<file path="config.mk">
export PLATFORM = sky130hd
export DESIGN_NAME = serial_adder
export DESIGN_NICKNAME = d
export VERILOG_FILES = /design/src/rtl/serial_adder_pkg.sv /design/src/rtl/serial_adder_fa_bit.sv /design/src/rtl/serial_adder.sv
export SDC_FILE = /design/constraint.sdc
export NUM_CORES = 1
export LEC_CHECK = 0
export ABC_CLOCK_PERIOD_IN_PS = 3600
export CAP_MARGIN = 20
export CORE_MARGIN = 3
export CORE_UTILIZATION = 45
export CTS_BUF_LIST = sky130_fd_sc_hd__clkbuf_2 sky130_fd_sc_hd__clkbuf_4 sky130_fd_sc_hd__clkbuf_8
export CTS_CLUSTER_SIZE = 25
export DETAILED_ROUTE_END_ITERATION = 16
export PLACE_DENSITY = 0.68
export SLEW_MARGIN = 10
export SYNTH_ARGS = -nofsm -noshare
export SYNTH_HDL_FRONTEND = slang
export SYNTH_SLANG_ARGS = --single-unit
</file>
<file path="constraint.sdc">
create_clock -name clk -period 3.6 [get_ports clk]
set_input_delay 0.72 -clock clk [delete_from_list [all_inputs] [get_ports clk]]
set_output_delay 0.72 -clock clk [all_outputs]
set_load 0.1 [all_outputs]
</file>
<file path="src/rtl/serial_adder_pkg.sv">
// serial_adder_pkg: shared constants for the bit-serial adder.
// This package holds the FSM state encoding and the legal WIDTH range.
package serial_adder_pkg;

    // FSM state encoding
    localparam logic [1:0] S_IDLE = 2'd0;
    localparam logic [1:0] S_RUN  = 2'd1;
    localparam logic [1:0] S_DONE = 2'd2;

    // Legal operand width range
    localparam int WIDTH_MIN = 2;
    localparam int WIDTH_MAX = 32;

    typedef enum logic [1:0] {
        ST_IDLE = S_IDLE,
        ST_RUN  = S_RUN,
        ST_DONE = S_DONE
    } state_t;

    // Returns 1 when a WIDTH value lies inside the supported range.
    function automatic bit width_ok(input int w);
        return (w >= WIDTH_MIN) && (w <= WIDTH_MAX);
    endfunction

endpackage

</file>
<file path="src/rtl/serial_adder_fa_bit.sv">
// fa_bit: one-bit full adder built from two half-adder cells.
// The carry out is the OR of the two half-adder carries.
// The module is purely combinational.
module fa_bit (
    input  logic a,
    input  logic b,
    input  logic ci,
    output logic s,
    output logic co
);
    logic w_s1;
    logic w_c1;
    logic w_c2;

    // First half adder: a + b
    assign w_s1 = a ^ b;
    assign w_c1 = a & b;

    // Second half adder: partial sum + carry in
    assign s    = w_s1 ^ ci;
    assign w_c2 = w_s1 & ci;

    // The two half-adder carries can never both be 1
    assign co   = w_c1 | w_c2;
endmodule

</file>
<file path="src/rtl/serial_adder.sv">
// serial_adder: bit-serial adder that adds two WIDTH-bit operands LSB-first.
// It processes one bit per clock through a single full-adder cell and holds the carry in a flop.
// Optional macro SERIAL_ADDER_OVF_EN adds the ovf output, which reports two's-complement overflow.
module serial_adder
    import serial_adder_pkg::*;
#(
    parameter int WIDTH = 8
) (
    input  logic             clk,
    input  logic             rst,
    input  logic             start,
    input  logic [WIDTH-1:0] a,
    input  logic [WIDTH-1:0] b,
    output logic             busy,
    output logic             done,
    output logic [WIDTH-1:0] sum,
`ifdef SERIAL_ADDER_OVF_EN
    output logic             ovf,
`endif
    output logic             cout
);
    localparam int CW = (WIDTH > 1) ? $clog2(WIDTH) : 1;
    localparam logic [CW-1:0] CNT_LAST = CW'(WIDTH - 1);

    state_t           r_state;
    logic [CW-1:0]    r_cnt;
    logic             r_carry;
    logic [WIDTH-1:0] r_sh_a;
    logic [WIDTH-1:0] r_sh_b;
    logic [WIDTH-1:0] r_res;
    logic [WIDTH-1:0] r_sum;
    logic             r_cout;
    logic             r_busy;
    logic             r_done;
`ifdef SERIAL_ADDER_OVF_EN
    logic             r_ovf;
`endif

    logic             w_s;
    logic             w_c;
    logic [WIDTH-1:0] w_res_next;
    logic             w_accept;
    logic             w_last;

    // The single full-adder cell consumes the current LSBs and the held carry
    fa_bit u_fa (
        .a  (r_sh_a[0]),
        .b  (r_sh_b[0]),
        .ci (r_carry),
        .s  (w_s),
        .co (w_c)
    );

    // New sum bit enters at the MSB so that after WIDTH shifts bit 0 sits at the LSB
    assign w_res_next = {w_s, r_res[WIDTH-1:1]};
    assign w_accept   = start && ((r_state == ST_IDLE) || (r_state == ST_DONE));
    assign w_last     = (r_cnt == CNT_LAST);

    // FSM, datapath shift registers, carry flop and registered outputs
    always_ff @(posedge clk or posedge rst) begin
        if (rst) begin
            r_state <= ST_IDLE;
            r_cnt   <= '0;
            r_carry <= 1'b0;
            r_sh_a  <= '0;
            r_sh_b  <= '0;
            r_res   <= '0;
            r_sum   <= '0;
            r_cout  <= 1'b0;
            r_busy  <= 1'b0;
            r_done  <= 1'b0;
`ifdef SERIAL_ADDER_OVF_EN
            r_ovf   <= 1'b0;
`endif
        end else begin
            r_done <= 1'b0;
            case (r_state)
                ST_IDLE, ST_DONE: begin
                    if (w_accept) begin
                        // Capture operands; sum/cout keep the previous result until the last bit
                        r_sh_a  <= a;
                        r_sh_b  <= b;
                        r_carry <= 1'b0;
                        r_cnt   <= '0;
                        r_busy  <= 1'b1;
                        r_state <= ST_RUN;
                    end else begin
                        r_state <= ST_IDLE;
                    end
                end
                ST_RUN: begin
                    r_res   <= w_res_next;
                    r_sh_a  <= r_sh_a >> 1;
                    r_sh_b  <= r_sh_b >> 1;
                    r_carry <= w_c;
                    if (w_last) begin
                        r_sum   <= w_res_next;
                        r_cout  <= w_c;
`ifdef SERIAL_ADDER_OVF_EN
                        // The held carry is the carry into the MSB and w_c is the carry out of it
                        r_ovf   <= r_carry ^ w_c;
`endif
                        r_done  <= 1'b1;
                        r_busy  <= 1'b0;
                        r_state <= ST_DONE;
                    end else begin
                        r_cnt   <= r_cnt + 1'b1;
                    end
                end
                default: begin
                    r_state <= ST_IDLE;
                    r_busy  <= 1'b0;
                end
            endcase
        end
    end

    assign busy = r_busy;
    assign done = r_done;
    assign sum  = r_sum;
    assign cout = r_cout;
`ifdef SERIAL_ADDER_OVF_EN
    assign ovf  = r_ovf;
`endif

endmodule

</file>
=== Yosys cells after proc, flatten, opt, wreduce, memory -nomap -nowiden ===
Cells that the tools add are included.
Widths: inputs -> output; s select.

* Word-level logic and storage cells: 48
* Bits in writable memories: 0
* ROM bits: 0
* Latch bits: 0
* Input port bits: 19
* Output and inout bits: 11
* Memories: 0
* Flip-flop bits (word level): 41

* Muxes and demuxes: 17
* Equality and inequality tests: 6
* Add/subtract/negate cells: 1
* Div/mod/pow operators: 0
* Reduce and logical (&&, ||, !) cells: 9
* Bitwise operators: 5
* Multipliers: 0
* Shift operators: 0
* $lt $le $gt $ge: 0

{| class="wikitable"
|+ Operator list
! kind !! count
|-
| $pmux 8 s2 || 2
|-
| $mux 8 || 2
|-
| $mux 1 || 6
|-
| $mux 3 || 2
|-
| $ne 2x2->1 const B || 3
|-
| $pmux 3 s2 || 1
|-
| $reduce_and 2->1 || 3
|-
| $pmux 1 s2 || 2
|-
| $pmux 2 s2 || 1
|-
| $add 3x1->3 const B || 1
|-
| $eq 3x3->1 const B || 1
|-
| $reduce_and 3->1 || 1
|-
| $and 1x1->1 || 2
|-
| $eq 2x1->1 const B || 1
|-
| $eq 2x2->1 const B || 1
|-
| $logic_not 2->1 || 1
|-
| $mux 2 || 1
|-
| $reduce_bool 2->1 || 1
|-
| $reduce_or 2->1 || 1
|-
| $xor 1x1->1 || 2
|-
| $logic_and 1x1->1 || 1
|-
| $logic_or 1x1->1 || 1
|-
| $or 1x1->1 || 1
|}

=== Longest topological paths before layout ===
Gate-level depths: netlist of the first run.

* Depth after elaboration: 5
* Gate-level depth with buffers: 5
* Gate-level depth less buffers: 4

=== By module ===
From an unflattened synthesis of the first run, not the netlist that was laid out.

* Cells, all modules: 139
* Area, all modules: 1,973.1 um^2

{| class="wikitable"
|+ Modules (own cells, without submodules)
! module !! times used !! sequential area each (um^2) !! cells an instance !! area an instance (um^2)
|-
| serial_adder || 1 || 1,001.0 || 138 || 1,953.1
|-
| fa_bit || 1 || 0.0 || 1 || 20.0
|}

=== Least setup slack after synthesis of the first run ===
Ideal clock, no wire load.

* Path type: reg-to-output
* Start point: register r_busy, in the netlist busy
* End point: output port busy
* Stages on the path, launching flop included: 1
* Buffers on the path: 0
* Setup slack: 1.967 ns
* Arrival: 0.913 ns
* Required time: 2.880 ns
* Cell sequence: dfrtp_1

{| class="wikitable"
|+ RTL lines
! item !! line !! RTL
|-
| start: declaration || serial_adder.sv:33 || <nowiki>logic r_busy;</nowiki>
|-
| start signal: assignment || serial_adder.sv:70 || <nowiki>r_busy <= 1'b0;</nowiki>
|-
| start signal: assignment || serial_adder.sv:85 || <nowiki>r_busy <= 1'b1;</nowiki>
|-
| start signal: assignment || serial_adder.sv:104 || <nowiki>r_busy <= 1'b0;</nowiki>
|-
| end: declaration || serial_adder.sv:14 || <nowiki>output logic busy,</nowiki>
|}

No word-level cell between the ends.

=== Worst setup path after layout of the first run ===
* Start point: register r_busy, in the netlist busy
* End point: output port busy

No word-level cell between the ends.

==> results of run 1 <==
-- registers in the layout (all words and copies together) (netlist names) --
name / cells
r_sh_a: 8
r_res: 7
r_carry: 1
r_cnt: 3
busy: 1
r_sh_b: 8
sum: 8
r_state: 2
cout: 1
done: 1
-- power groups by stage --
stage,clock network [W],logic [W],registers [W]
floorplan,0,0.000510,0.00116
global placement,0,0.00105,0.000797
detailed placement,0,0.00108,0.000816
CTS,0.000273,0.00108,0.000807
global route,0.000290,0.00113,0.000833
finish,0.000259,0.00106,0.000803
-- routing by layer --
metal  global-route usage [%]  up-vias  routed length, um
li1                         -      558                  -
met2                     23.1       26               1700
met4                     4.38        0                 35
met5                        0        -                  0
met1                     17.0      556               1420
met3                     4.29        4                149
-- cell usage after synthesis (all sizes together) --
| library cell | number |
|---|---|
| o221ai | 1 |
| nor2 | 3 |
| or3b | 1 |
| a311o | 1 |
| or4b | 1 |
| o211a | 1 |
| nor3b | 1 |
| inv | 3 |
| ha | 2 |
| and4bb | 1 |
| nor2b | 1 |
| fa | 1 |
| nand3 | 2 |
| o2bb2ai | 1 |
| mux2 | 17 |
| nand2 | 2 |
| o21ai | 2 |
| a31o | 1 |
| mux2i | 44 |
| nand3b | 1 |
| dfrtp | 40 |
| a22o | 1 |
| nand2b | 2 |
| buf | 9 |
-- logic make-up after synthesis --
kind of cell,count (synthesis),share of synthesized area [%]
AOI/OAI and AO/OA,8,3.30
adders and majority gates,3,2.28
buffers and inverters,12,4.63
DFF,40,50.7
muxes,61,33.5
and+or+nand+nor,15,5.52
-- area by class of cell --
class	instances	area, um2
Fill cell	339	1780
Sequential cell	40	1000
Multi-Input combinational cell	87	881
Timing Repair Buffer	32	313
Clock buffer	5	68.8
Tap cell	50	62.6
Inverter	3	11.3
-- final timing paths --
check / to / slack (ns) / cells after the start
max in group asynchronous: r_state[1] / 2.38 / 3
worst min register to register: r_res[1] / 0.50 / 1
worst max register to register: sum[7] / 1.67 / 2
worst min-delay path: r_res[1] / 0.50 / 1
worst max-delay path: busy / 1.08 / 1
min in group asynchronous: r_sh_b[3] / 0.86 / 3
-- through the flow --
| step | area (um2) | utilization [%] | setup slack (ns) | hold WS, ns |
|---|---|---|---|---|
| 5_1_grt | 2340 | 56.8 | 1.03 | 0.529 |
| 6_report | 2340 | 56.8 | 1.08 | 0.505 |
| 3_5_place_dp | 2270 | 55.1 | 1.38 | 0.498 |
| 3_3_place_gp | 2270 | 55.1 | 1.40 | 0.475 |
| 2_1_floorplan | 1970 | - | 1.96 | 0.458 |
| 4_1_cts | 2340 | 56.8 | 1.07 | 0.514 |
==> metrics.yaml, run 1 <==
run_status:
  outcome: "finished, final reports clean"
synthesis:
  yosysSeqAreaShare_pct: 50.7
  syn_area_um2: 1970
  synth_seq_cells: 40
  synth_top_area_share_pct: 50.7
  syn_inst: 139
  yosysWarningCount: 0
  synth.distinct_cells: 30
  synth.largest_area_cell: "dfrtp_1"
  syn_nets: 161
  ys_top_cells_by_area: "dfrtp_1 51%, mux2i_1 22%, mux2_4 6.1%"
  postSynthAreaPerCell_um2: 14.2
drt:
  via_per_inst: 5.27
  drt_iter0_markers: 27
  vias: 1144
  wl_per_cell_um: 15.2
  ant_nets: 0
  drc_errors: 0
  drtPass1Iterations: 4
  wl_mm: 3.30
die:
  die-area_um2: 5220
  die_w_um: 72.2
  io_pins: 30
  die_h_um: 72.2
  initial_core_util_pct: 47.9
  fp-row-count: 23
  core_area_um2: 4120
cts:
  clk_latency_ns: 0.28
  ctsHoldBuffers: 0
  ctsRootBufferMaster: "clkbuf_8"
  path_clk_slew_ns: 0.07
  post_cts_buffers: 0
  cts_resized: 0
  h-tree-depth: 2
  cts_sinks: 40
  cts_buffer_depth: 2
  cts_tree: "built"
  cts_buffers: 5
final_layout:
  layout_commonest_cell: "mux2i_1"
  drive_above_1_share_pct: 12.0
  antenna_cells: 0
  syn2layout_area_growth_pct: 18.5
  most-common-layout-cells: "44 x mux2i_1, 40 x dfrtp_1, 29 x clkdlybuf4s50_1"
  fin_nets: 191
  final_cells: 217
timing:
  worst_pin_slew_ns: 1.03
  finClkSkew_ns: 0.00648
  finalCritPeriodShare_pct: 70.0
  drv_slew: 0
  rsz0062_at_grt: "no"
  slew_headroom_pct: 31.4
  fmax_ghz: 0.397
  finalHoldViolCount: 0
  finalCriticalPeriod_ns: 2.52
  setup_viol: 0
  finalSetupTns_ns: 0
setup_path:
  startpoint: "busy"
  end_kind: "primary output"
  max_stage_delay_ns: 1.14
  crit_fanout: 3
  arrival_ns: 1.80
  cp.buffers_inverters: 1
  critPathKind: "flip-flop to primary output"
  cp-start-kind: "flip-flop"
  crit_family: "buffers and inverters"
  worstReg2RegStart: "r_state[1]"
  crit_required_ns: 2.88
  crit_chain: "clkdlybuf4s50_1"
  worst_path_max_delay_cell: "clkdlybuf4s50_1"
pwr:
  clkPwrFrac_pct: 12.2
  switching_share_pct: 43.9
  ir_worst_vdd_uv: 343
  pwr-share-comb_pct: 50.1
  leakagePower_nw: 1.12
  p_seq_share_pct: 37.7
  p_switching_w: 0.000933
  p_int_w: 0.00119
  power_w: 0.00213
  p_per_area_nw_per_um2: 910
global_routing:
  grt_max_degree: 41
  grt_first_pass_wirelength_mm: 5.54
  antenna_found_initial: 0
  overflow: 0
  grt_pass1_vias: 1168
  grt_usage_pct: 13.8
placement:
  dp.final_hpwl_mm: 2.27
  place_congestion: 0.682
  dp_cells: 212
  portBuffers: 29
run:
  drv_cap: 0
min_path:
  hold_class: "flip-flop to flip-flop"
  hold_path_startpoint: "r_res[1]"
(Power assumes the default switching activity.)
==> run 2, diff against run 1 <==
ABC_CLOCK_PERIOD_IN_PS = 2600   (was 3600)
clock period = 2.6 ns   (was 3.6 ns; I/O delays follow)
==> run 2 against run 1 <==
Effect of this change: power increased by 39%; global-route usage grew 0.051 points; clock skew about the same; wire length is 1.2% lower; worst setup slack worse by 0.10 ns; first-iteration DRC count increased by 110%; sequential share of layout area hardly changed; combinational power grew 38%; utilization about the same; critical path depth up 3; die area unchanged; highest routed layer unchanged.
==> metrics.yaml, run 2 (same netlist as run 1, synthesis figures left out) <==
run_status:
  outcome: "finished, final reports clean"
setup_path:
  worstReg2RegStart: "r_cnt[0]"
  rrSetupSlack_ns: 0.98
  end_kind: "flip-flop"
  crit_fanout: 6
  arrival_ns: 1.81
  r2r_cells: 4
  r2r-end: "r_cnt[1]"
  critPathKind: "flip-flop to flip-flop"
  crit_required_ns: 2.79
  cp-start-kind: "flip-flop"
  startpoint: "r_cnt[0]"
die:
  core_area_um2: 4120
  die_h_um: 72.2
  initial_core_util_pct: 47.9
  io_pins: 30
  die_w_um: 72.2
  fp-row-count: 23
  die-area_um2: 5220
cts:
  cts_buffers: 5
  cts_buffer_depth: 2
  path_clk_slew_ns: 0.08
  post_cts_buffers: 0
  cts_tree: "built"
  clk_latency_ns: 0.29
  cts_resized: 0
  ctsRootBufferMaster: "clkbuf_8"
  cts_sinks: 40
  ctsHoldBuffers: 0
  h-tree-depth: 2
drt:
  drt_iter0_markers: 58
  ant_nets: 0
  wl_per_cell_um: 14.7
  m1WireLength_mm: 1.41
  via_per_inst: 5.29
  vias: 1170
  drc_errors: 0
  drtPass1Iterations: 4
  wl_mm: 3.26
  dr.max_layer_used: "met4"
  wl_met2_mm: 1.61
  route.met3.wl_um: 196
global_routing:
  grt_max_degree: 41
  grt_usage_pct: 13.8
  overflow: 0
  grt_first_pass_wirelength_mm: 5.56
  antenna_found_initial: 0
  grt_pass1_vias: 1229
timing:
  slew_headroom_pct: 59.7
  worst_pin_slew_ns: 0.604
  rsz0062_at_grt: "no"
  finalSetupTns_ns: 0
  finClkSkew_ns: 0.00680
  drv_slew: 0
  setup_viol: 0
  finalHoldViolCount: 0
  finalCriticalPeriod_ns: 1.62
  fmax_ghz: 0.618
  finalCritPeriodShare_pct: 62.3
run:
  drv_cap: 0
min_path:
  holdPathEnd: "r_res[1]"
  hold_class: "flip-flop to flip-flop"
  min_path_cells: 1
  hold_path_startpoint: "r_res[1]"
placement:
  dp.final_hpwl_mm: 2.19
  portBuffers: 29
  dpl-instance-area_um2: 2250
  place_congestion: 0.705
final_layout:
  syn2layout_area_growth_pct: 18.4
  drive_above_1_share_pct: 20.5
  antenna_cells: 0
  most-common-layout-cells: "44 x mux2i_1, 40 x dfrtp_1, 18 x clkdlybuf4s50_1"
  fin_nets: 192
  fin_util_pct: 56.8
  layout_commonest_cell: "mux2i_1"
  fillers: 345
  design_area_um2: 2340
  multi_input_area_um2: 881
  seq_area_um2: 1000
pwr:
  leakagePower_nw: 1.15
  ir_worst_vdd_uv: 542
  p_per_area_nw_per_um2: 1270
-- run 2: worst max path at each step --
stage / depth (start not counted) / endpoint
after floorplan: 4 / r_cnt[1]
after global placement: 4 / r_cnt[2]
after detailed placement: 4 / r_cnt[2]
after CTS: 4 / r_cnt[1]
after global routing: 2 / r_res[1]
final: 4 / r_cnt[1]
-- run 2: per-layer routing --
layer | up-vias | GRT usage, %
met5 | - | 0
met4 | 0 | 5.64
met3 | 5 | 4.99
met2 | 27 | 23.0
met1 | 576 | 16.3
li1 | 562 | -
-- run 2: metrics by stage --
step / total power [W] / setup WS [ns] / cells / hold WS (ns)
floorplan: 0.00231 / 1.08 / 139 / 0.458
global placement: 0.00253 / 0.787 / 213 / 0.475
detailed placement: 0.00259 / 0.754 / 213 / 0.498
CTS: 0.00301 / 0.981 / 221 / 0.519
global route: 0.00315 / 0.919 / 221 / 0.531
finish: 0.00296 / 0.981 / 221 / 0.509
-- run 2: worst max-delay path, cell delays in order (launching register included) --
cell	delay (ns)
dfrtp_1	0.42
ha_1	0.21
ha_1	0.26
or3b_1	0.40
a31o_1	0.22
-- run 2: power by group --
part           internal, W  leakage, nW  switching [W]  total (W)
clock network     0.000187       0.0479       0.000219   0.000406
logic             0.000556        0.609       0.000903    0.00146
registers         0.000900        0.495       0.000197    0.00110
-- run 2: layout make-up --
type,instances,area share [%]
Sequential cell,40,42.8
Multi-Input combinational cell,87,37.7
Timing Repair Buffer,33,12.5
Clock inverter,3,0.803
Inverter,3,0.482
Tap cell,50,2.68
Clock buffer,5,2.95
